[src/rtl/pipe_adder.sv]
// Pipelined WIDTH-bit adder (optional subtract via ADDER_SUB_EN) with valid/ready
// handshakes, a global-stall pipeline of STAGES registers and a wrapping output counter.

// One pipeline register: valid bit plus result word; data only reloads under a valid beat.
module pipe_adder_stage #(
    parameter int DW = 9
) (
    input  logic          clk,
    input  logic          reset,
    input  logic          adv,
    input  logic          vld_i,
    input  logic [DW-1:0] data_i,
    output logic          vld_o,
    output logic [DW-1:0] data_o
);
    logic          vld_q, vld_d;
    logic [DW-1:0] data_q, data_d;

    always_comb begin
        vld_d  = vld_q;
        data_d = data_q;
        if (adv) begin
            vld_d = vld_i;
            if (vld_i) data_d = data_i;
        end
    end

    always_ff @(posedge clk or negedge reset) begin
        if (!reset) begin
            vld_q  <= 1'b0;
            data_q <= '0;
        end else begin
            vld_q  <= vld_d;
            data_q <= data_d;
        end
    end

    assign vld_o  = vld_q;
    assign data_o = data_q;
endmodule

module pipe_adder #(
    parameter int WIDTH  = 8,
    parameter int STAGES = 2,
    parameter int CNT_W  = 16
) (
    input  logic             clk,
    input  logic             reset,
    input  logic             in_valid,
    output logic             in_ready,
    input  logic [WIDTH-1:0] in1,
    input  logic [WIDTH-1:0] in2,
    input  logic             cin,
    input  logic             op_sub,
    output logic             out_valid,
    input  logic             out_ready,
    output logic [WIDTH:0]   out,
    output logic [CNT_W-1:0] txn_count
);
    // Index 0 is the incoming beat; index k+1 is the output of register stage k.
    logic [STAGES:0]            vld_pipe;
    logic [STAGES:0][WIDTH:0]   data_pipe;
    logic                       stall;
    logic                       adv;
    logic [WIDTH:0]             sum_add;
    logic [WIDTH:0]             result;
    logic [CNT_W-1:0]           txn_count_q, txn_count_d;

    assign stall    = out_valid && !out_ready;
    assign adv      = !stall;
    assign in_ready = adv;

    assign sum_add = {1'b0, in1} + {1'b0, in2} + {{WIDTH{1'b0}}, cin};

`ifdef ADDER_SUB_EN
    // Two's complement difference in WIDTH+1 bits: MSB is the borrow.
    logic [WIDTH:0] diff;
    assign diff   = {1'b0, in1} - {1'b0, in2};
    assign result = op_sub ? diff : sum_add;
`else
    logic unused_op_sub;
    assign unused_op_sub = op_sub;
    assign result        = sum_add;
`endif

    assign vld_pipe[0]  = in_valid;
    assign data_pipe[0] = result;

    for (genvar s = 0; s < STAGES; s++) begin : g_stage
        pipe_adder_stage #(.DW(WIDTH + 1)) u_stage (
            .clk    (clk),
            .reset  (reset),
            .adv    (adv),
            .vld_i  (vld_pipe[s]),
            .data_i (data_pipe[s]),
            .vld_o  (vld_pipe[s+1]),
            .data_o (data_pipe[s+1])
        );
    end

    assign out_valid = vld_pipe[STAGES];
    assign out       = data_pipe[STAGES];

    always_comb begin
        txn_count_d = txn_count_q;
        if (out_valid && out_ready) txn_count_d = txn_count_q + CNT_W'(1);
    end

    always_ff @(posedge clk or negedge reset) begin
        if (!reset) txn_count_q <= '0;
        else        txn_count_q <= txn_count_d;
    end

    assign txn_count = txn_count_q;

    // A presented result must not change or vanish until the consumer takes it.
    a_out_stable: assert property (@(posedge clk) disable iff (!reset)
        (out_valid && !out_ready) |=> (out_valid && $stable(out)));
endmodule

[config.mk]
export PLATFORM = sky130hd
export DESIGN_NAME = pipe_adder
export DESIGN_NICKNAME = d
export VERILOG_FILES = /design/src/rtl/pipe_adder.sv
export SDC_FILE = /design/constraint.sdc
export NUM_CORES = 1
export LEC_CHECK = 0
export CAP_MARGIN = 20
export CELL_PAD_IN_SITES_DETAIL_PLACEMENT = 1
export CELL_PAD_IN_SITES_GLOBAL_PLACEMENT = 1
export CORE_MARGIN = 2
export CORE_UTILIZATION = 40
export DETAILED_ROUTE_END_ITERATION = 10
export PLACE_DENSITY_LB_ADDON = 0.1
export REMOVE_ABC_BUFFERS = 1
export SETUP_SLACK_MARGIN = 0.15
export SLEW_MARGIN = 10
export SYNTH_ARGS = -nofsm -noshare
export SYNTH_HDL_FRONTEND = slang
export SYNTH_HIERARCHICAL = 1
export SYNTH_SLANG_ARGS = --single-unit
[constraint.sdc]
create_clock -name clk -period 1.85 [get_ports clk]
set_input_delay 0.37 -clock clk [delete_from_list [all_inputs] [get_ports clk]]
set_output_delay 0.37 -clock clk [all_outputs]
set_load 0.01 [all_outputs]
==> summary.txt <==
Logic synthesis
  – Synth cell count leaders: dfrtp_1 (36), mux2_2 (19), xnor2_1 (16)
  – Mapped cell area: 1740 um2
  – Cell taking the most area after synthesis: dfrtp_1
  – Yosys warns: 6
  – Post-synth ARST share: 1.00
  – Ys flop type: dfrtp_1
  – Syn Inst Count: roughly 140
  – Average cell area after synthesis: 12.9 um2
  – Top-count cell post-synth: dfrtp_1
  – Area share of the largest cell type after synthesis: 0.518
  – Cell variety after synth: 27
  – Synth area leaders: dfrtp_1 (52%), mux2_2 (12%), xnor2_1 (8.1%)
  – Post-synthesis sequential area ratio: 0.518
  – Yosys reg bits: 36
  – Post-synth EDFFs: 0

Power and ir drop
  – Leak Pwr: between 1 and 1.5 nW
  – P per Cell Area: approximately 1100 nW/um2
  – Max VDD drop: 0.000378 V
  – Tot Pwr: 2.70 mW

Clocking
  – Skew-Pair Late Insertion Delay: 290 ps
  – # clock sinks: 36
  – Clock Tree Buf Depth: 2
  – H-Tree Depth: 2
  – Cts hold-fix bufs: 0
  – CTS tree: done
  – Num CTS Buffers: 5
  – CTS root buffer: clkbuf_8
  – Worst-path clk slew: 70 ps

Worst hold path
  – Worst hold path class: in2async

Die
  – Initial core utilization: 0.426
  – Core footprint: 4090 um2
  – I/O pin cnt: 49
  – Row count: 23
  – Die Span Y: 70.0 um
  – DIE AREA: ~4900 um2
  – Die Wd: 70.0 um

Global routing
  – Met1 Usage GRT: 0.178
  – Largest net degree at the start of global routing: 37
  – Antenna violations before repair: 0
  – First-pass GRT wire length: ~6700 um
  – Met3 usage: 0.0317
  – Number of global-route vias before repair: 1,478
  – GRT Total Usage: 0.176
  – Grt peak-use layer: met2
  – GR Util met2: 0.338
  – Total gr overflow: 0

Critical path
  – Critical path type: in2reg
  – Crit end category: flip-flop
  – CP bufs+invs: 4
  – CP cell instances: buf_6 -> fa_2 -> fa_2 -> buf_4 -> buf_6 -> buf_6 -> xor2_1 -> mux2_4
  – Top Family by Delay on Critical Path: adder cells
  – Critical Path AT: 2010 ps
  – Worst Path Max Fanout: 2
  – Startpoint Class: input port
  – Worst path max stage delay: 400 ps
  – Worst endpoint required time: 2020 ps
  – Top cell by count, worst path: buf_6
  – Slowest cell on the critical path: fa_2

Cells and area
  – Layout overhead on the synthesized area: 45.9%
  – Layout cells sized above 1: 0.327
  – Number of nets in the layout: between 200 and 250
  – Fin util: 0.622
  – Layout Cells excl Fill: 255
  – ANT cells: 0

Timing
  – Slew headroom: 0.474
  – Final setup TNS: 0 ps
  – Fin. max-slew vios: 0
  – Hold Fails Final Rpt: 0
  – Highest clock rate: 0.542 GHz
  – Fin crit share: 0.996
  – Tmin final: 1840 ps
  – Worst-Margin Slew: 788 ps
  – Final worst slack: around 6.6 ps
  – Setup violations, final: 0
  – RSZ-0062 raised after global routing: yes
  – Clk_skew: slightly below 7 ps

Detailed routing
  – Initial DRC Count: 49
  – Router iterations before antenna repair: 4
  – DR DRC count: 0
  – Post-route ant nets: 0
  – WL final: 3940 um
  – Via-to-Cell Ratio: 5.11
  – Vias: 1,303
  – Routed wire per std cell: 15.5 um

Placed design
  – Placed cell count: 242
  – Gpl congestion: 0.715
  – Dpl ws: -829 ps
  – IO Port Bufs: 47
  – HPWL Detailed: 2900 um

Flow run
  – Max Cap Viol: 0

Status
  – Outcome: finished, final reports clean
## kinds of logic (layout without fill, tap and decap cells)
logic type / count (synthesis) / after routing / synth area share
and+or+nand+nor: 31 / 31 / 0.120
DFF: 36 / 36 / 0.518
adders and majority gates: 10 / 10 / 0.0805
AOI/OAI and AO/OA: 14 / 14 / 0.0446
buffers and inverters: 4 / 74 / 0.00862
xor gates and xnor gates: 21 / 21 / 0.106
muxes: 19 / 19 / 0.123
## cells in the final DEF, fill, tap and decap left out, types with 3 or more instances in the layout
cell type        instances
clkdlybuf4s50_1         34
dfrtp_1                 31
mux2_2                  17
xnor2_1                 16
buf_4                   14
nand2_1                  7
xor2_1                   5
ha_1                     5
clkbuf_8                 5
dfrtp_2                  5
inv_1                    4
nand3_1                  4
dlygate4sd2_1            4
a21oi_1                  3
nand4_1                  3
o21ai_0                  3
nor2_1                   3
ha_4                     3
buf_6                    3
buf_2                    3
dlymetal6s2s_1           3
## power breakdown
group / switching (mW) / internal (mW)
combinational: 0.388 / 0.611
clock: 0.264 / 0.256
sequential: 0.161 / 1.02
total: 0.813 / 1.89
## registers in the layout (all words and copies together), names as in the netlist
| signal | cells |
|---|---|
| g_stage.u_stage/data_o | 18 |
| txn_count | 16 |
| g_stage.u_stage/vld_o | 2 |
## cell type report
cell class | instances | area, um2
Clock inverter | 1 | 5.00
Timing Repair Buffer | 63 | 587
Sequential cell | 36 | 907
Fill cell | 421 | 1550
Inverter | 4 | 15.0
Tap cell | 50 | 62.6
Clock buffer | 6 | 72.6
Multi-Input combinational cell | 95 | 891
## per-stage QoR
step | hold slack [ps] | instance area [um2]
after global placement | 461 | 2340
final | 162 | 2540
after floorplan | 74.4 | 1740
after global routing | 207 | 2540
after detailed placement | 490 | 2340
after CTS | 193 | 2470
## routing by layer
metal | part of all wire | up-vias
met5 | 0 | -
met4 | 0.020 | 0
met3 | 0.039 | 7
met2 | 0.58 | 38
met1 | 0.36 | 650
li1 | - | 608
## what timing repair did
item	4_1_cts	5_1_grt
pin swaps	16	10
setup endpoints to repair	12	9
setup buffers	1	5
gates resized for setup	34	10
## final timing paths
kind / startpoint / endpoint / slack (ps) / cells after the start
worst max-delay path: cin / g_stage[0].u_stage/data_o[2] / 7 / 8
worst min-delay path: reset / txn_count[0] / 160 / 1
worst max register to register: txn_count[0] / txn_count[15] / 450 / 5
worst min register to register: txn_count[10] / txn_count[10] / 490 / 1
max in group asynchronous: reset / g_stage[1].u_stage/vld_o / 1140 / 1
min in group clk: txn_count[10] / txn_count[10] / 490 / 1
Note: power is estimated with default switching activity, not from simulation.
